`src/rtl/sipo_deser_if.sv`:
```
// Serial-in / parallel-out bus for sipo_deser: serial input side, flush control,
// valid/ready parallel output side and status.
interface sipo_deser_if #(
  parameter int WIDTH = 4
);
  localparam int CW = $clog2(WIDTH) + 1;

  logic             sin;
  logic             sin_valid;
  logic             clr;
  logic [WIDTH-1:0] pout;
  logic             pout_valid;
  logic             pout_ready;
  logic [CW-1:0]    bit_cnt;
  logic             overrun;

  // Driver/consumer side: supplies serial bits and accepts parallel words.
  modport master (
    output sin, sin_valid, clr, pout_ready,
    input  pout, pout_valid, bit_cnt, overrun
  );

  // Deserializer side.
  modport slave (
    input  sin, sin_valid, clr, pout_ready,
    output pout, pout_valid, bit_cnt, overrun
  );
endinterface

```
`src/rtl/sipo_deser.sv`:
```
// Serial-in parallel-out deserializer: gathers WIDTH qualified serial bits, hands
// each completed word to a valid/ready holding register and flags overruns.
module sipo_deser #(
  parameter int WIDTH     = 4,     // 2 .. 32
  parameter bit MSB_FIRST = 1'b0
) (
  input  logic         clk,
  input  logic         rst_n,
  sipo_deser_if.slave  bus
);
  localparam int CW = $clog2(WIDTH) + 1;

  logic [WIDTH-1:0] shreg;
  logic [WIDTH-1:0] shreg_next;
  logic             complete;
  logic             accept;

  // NOTE: every signal driven in always_comb gets a default first, so no path
  // through the block can leave it unassigned and infer a latch.
  always_comb begin
    shreg_next = shreg;
    if (MSB_FIRST) shreg_next = {shreg[WIDTH-2:0], bus.sin};
    else           shreg_next = {bus.sin, shreg[WIDTH-1:1]};
  end

  // clr discards the bit sampled on its edge, so it also suppresses completion.
  assign complete = bus.sin_valid && !bus.clr && (bus.bit_cnt == CW'(WIDTH - 1));
  assign accept   = bus.pout_valid && bus.pout_ready;

  // NOTE: all state here is registered with non-blocking assignments so every
  // read in this block sees the pre-edge value regardless of statement order.
  always_ff @(posedge clk or negedge rst_n) begin
    if (!rst_n) begin
      shreg          <= '0;
      bus.bit_cnt    <= '0;
      bus.pout       <= '0;
      bus.pout_valid <= 1'b0;
      bus.overrun    <= 1'b0;
    end else begin
      if (bus.clr) begin
        bus.bit_cnt <= '0;
        bus.overrun <= 1'b0;
      end else if (bus.sin_valid) begin
        shreg       <= shreg_next;
        bus.bit_cnt <= complete ? '0 : bus.bit_cnt + 1'b1;
      end

      if (complete) begin
        // Free slot (empty or being accepted this edge): load; otherwise drop.
        if (!bus.pout_valid || bus.pout_ready) begin
          bus.pout       <= shreg_next;
          bus.pout_valid <= 1'b1;
        end else begin
          bus.overrun    <= 1'b1;
        end
      end else if (accept) begin
        bus.pout_valid <= 1'b0;
      end
    end
  end
endmodule

```
`src/flat_wrapper.sv`:
```
// flat-port wrapper written by rule: the top's interface ports become plain ports
module sipo_deser_flat 
#(
  parameter int WIDTH     = 4,               
  parameter bit MSB_FIRST = 1'b0
)
  (clk, rst_n, bus_sin, bus_sin_valid, bus_clr, bus_pout_ready, bus_pout, bus_pout_valid, bus_bit_cnt, bus_overrun);
  sipo_deser_if #(.WIDTH(WIDTH)) bus_i ();
  input  logic clk;
  input  logic rst_n;
  input wire logic [$bits(bus_i.sin)-1:0] bus_sin;
  input wire logic [$bits(bus_i.sin_valid)-1:0] bus_sin_valid;
  input wire logic [$bits(bus_i.clr)-1:0] bus_clr;
  input wire logic [$bits(bus_i.pout_ready)-1:0] bus_pout_ready;
  output wire logic [$bits(bus_i.pout)-1:0] bus_pout;
  output wire logic [$bits(bus_i.pout_valid)-1:0] bus_pout_valid;
  output wire logic [$bits(bus_i.bit_cnt)-1:0] bus_bit_cnt;
  output wire logic [$bits(bus_i.overrun)-1:0] bus_overrun;
  assign bus_i.sin = bus_sin;
  assign bus_i.sin_valid = bus_sin_valid;
  assign bus_i.clr = bus_clr;
  assign bus_i.pout_ready = bus_pout_ready;
  assign bus_pout = bus_i.pout;
  assign bus_pout_valid = bus_i.pout_valid;
  assign bus_bit_cnt = bus_i.bit_cnt;
  assign bus_overrun = bus_i.overrun;
  sipo_deser #(.WIDTH(WIDTH), .MSB_FIRST(MSB_FIRST)) u_core (.clk(clk), .rst_n(rst_n), .bus(bus_i));
endmodule
```
`config.mk`:
```
export PLATFORM = sky130hd
export DESIGN_NAME = sipo_deser_flat
export DESIGN_NICKNAME = d
export VERILOG_FILES = /design/src/rtl/sipo_deser_if.sv /design/src/rtl/sipo_deser.sv /design/src/flat_wrapper.sv
export SDC_FILE = /design/constraint.sdc
export NUM_CORES = 1
export LEC_CHECK = 0
export CORE_MARGIN = 1.5
export CORE_UTILIZATION = 35
export CTS_BUF_LIST = sky130_fd_sc_hd__clkbuf_4
export DETAILED_ROUTE_END_ITERATION = 8
export SLEW_MARGIN = 25
export SYNTH_ARGS = -nofsm -noshare
export SYNTH_HDL_FRONTEND = slang
export SYNTH_SLANG_ARGS = --single-unit
export TNS_END_PERCENT = 5
```
`constraint.sdc`:
```
create_clock -name clk -period 2.15 [get_ports clk]
set_input_delay 0.43 -clock clk [delete_from_list [all_inputs] [get_ports clk]]
set_output_delay 0.43 -clock clk [all_outputs]
set_load 0.1 [all_outputs]
```
==> qor.yml <==
worst-slew-pin-transition_ns: 0.502
power_density_mw_per_mm2: 870
rsz0062_at_grt: "false"
yosys_warnings: 0
portBuffers: 14
setup.worst_path.class: "input pin to flip-flop"
wirelength_um: 916
ir_worst_vdd_v: 0.000470
cts_tree: "yes"
grtUsageTotal: 0.126
grt_pass1_wl_mm: 1.60
routedWlPerCell_um: 12.9
clock_latency_ns: 0.26
synthDistinctLibCells: 16
fmax_mhz: 655
first_global_vias: 348
final_cell_mix: "12 x dfrtp_1, 9 x buf_4, 5 x clkdlybuf4s50_1"
ys_ff_latch: 12
synth_xor_area_frac: 0
area_growth_pct: 31.0
setup-violations-final: 0
synth_top_area_cell: "dfrtp_1"
final_hold_viol_count: 0
synth_mux_area_frac: 0.179
final_max_slew_viol_count: 0
relSlewSlack: 0.664
netlist_area_um2: 524
initial_core_util: 0.388
final_core_util: 0.509
io_pins: 15
rows: 13
nets: 64
yosysSeqAreaShare: 0.573
path_clk_slew_ns: 0.07
ctsResizeCount: 0
tns_ns: 0
drt_pre_antenna_iters: 3
yosys.area_share.simple: 0.160
gp_congestion: 0.805
status: "finished clean"
synth_nets: 45
synthTopCellsByArea: "dfrtp_1 57%, mux2_4 11%, mux2_2 6.4%"
die-area_mm2: 0.00174
antennaDiodeCount: 0
antenna_found_initial: 0
yosysTopAreaCellShare: 0.573
route.antenna.remaining_nets: 0
cap_violations: 0
syn_inst: 38
cp_max_fo: 7
die_w_um: 41.7
vias: 339
drc_errors: 0
final_common_cell: "dfrtp_1"
cts_htree_levels: 1
post_cts_buffers: 0
p_leak_nw: 0.342
final.min_clock_period_ns: 1.53
end_kind: "flip-flop"
clock_path_buffers: 2
min_period_over_period: 0.711
syn_area_per_cell_um2: 13.8
first_iter_violations: 7
hp-class: "input pin to asynchronous set/reset pin"
critPathLaunchType: "input pin"
die_y_um: 41.7
grt_max_degree: 13
synth-compound-area-share: 0.0501
critPathArrivalTime_ns: 1.68
critical_path_required_ns: 2.30
root_buffer: "clkbuf_4"
cts_hold_buf: 0
layout-drive-gt1-share: 0.375
cts_sinks: 12
skew_ns: 0.00424
synthAdderAreaFrac: 0.0239
gr-total-overflow: 0
viasPerCell: 4.77
cts_buffers: 3
core_mm2: 0.00135
synth_top_family_by_area: "multiplexers"
[stage by stage]
step	setup WS (ns)	area, um2	std cells	hold WS [ns]	total power [mW]
global placement	0.374	661	67	0.497	0.466
detailed placement	0.337	661	67	0.503	0.470
floorplan	0.184	524	38	0.134	0.418
finish	0.622	687	71	0.499	0.597
CTS	0.629	687	71	0.510	0.608
global route	0.577	687	71	0.520	0.633
[where the power goes]
part	total [mW]	internal, mW	switching (mW)	leakage (nW)
logic	0.190	0.0577	0.132	0.168
clock network	0.134	0.0670	0.0675	0.0154
registers	0.273	0.254	0.0193	0.158
[cell families (layout without fill, tap and decap cells)]
family / after synthesis / count (layout)
flops: 12 / 12
simple gates: 12 / 12
mux: 7 / 7
compound gates: 4 / 4
buf+inv: 2 / 20
fa+ha+maj: 1 / 1
[synthesized netlist by cell type]
cell,number
a21oi_1,2
ha_1,1
inv_1,2
dfrtp_1,12
a211oi_1,1
nand3b_1,1
a41oi_1,1
nand3_1,1
nand2b_1,4
and2b_4,1
and2b_1,1
nor2_1,1
mux2_2,3
nand3_4,1
nand2_1,2
mux2_4,4
[worst max-delay path, cell delays in order]
cell,delay [ns]
clkdlybuf4s50_1,0.58
and2b_4,0.24
nand3_4,0.12
mux2_4,0.31
[final timing paths]
path | start | endpoint | slack, ns | depth (start not counted)
worst max-delay path | bus_sin_valid | u_core.bus.pout[1]$_DFFE_PN0P_ | 0.62 | 4
worst min-delay path | rst_n | u_core.bus.overrun$_DFF_PN0_ | 0.50 | 1
worst max register to register | u_core.bus.bit_cnt[0]$_DFFE_PN0P_ | u_core.bus.pout[1]$_DFFE_PN0P_ | 0.78 | 4
worst min register to register | u_core.shreg[1]$_DFFE_PN0P_ | u_core.bus.pout[0]$_DFFE_PN0P_ | 0.51 | 1
max in group asynchronous | rst_n | u_core.bus.bit_cnt[0]$_DFFE_PN0P_ | 1.31 | 1
min in group clk | u_core.shreg[1]$_DFFE_PN0P_ | u_core.bus.pout[0]$_DFFE_PN0P_ | 0.51 | 1
[registers in the layout, indices dropped and copies added, names as in the netlist]
name	count
u_core.bus.pout_valid	1
u_core.bus.pout	4
u_core.bus.bit_cnt	3
u_core.shreg	3
u_core.bus.overrun	1
[routing by layer]
layer	up-vias	GRT usage	wire, um	share of wire
met5	-	0	0	0
met4	0	0	0	0
met3	0	0.0870	58	0.063
met2	12	0.184	397	0.43
met1	158	0.163	459	0.50
li1	169	-	-	-
[area by class of cell]
cell class	instances	area [um2]
inverter	2	7.51
timing repair buffer	14	118
clock buffer	3	22.5
clock inverter	1	3.75
multi-input combinational	24	216
sequential	12	300
tap	15	18.8
fill	122	663
No activity file was read; power rests on OpenSTA's default activity.
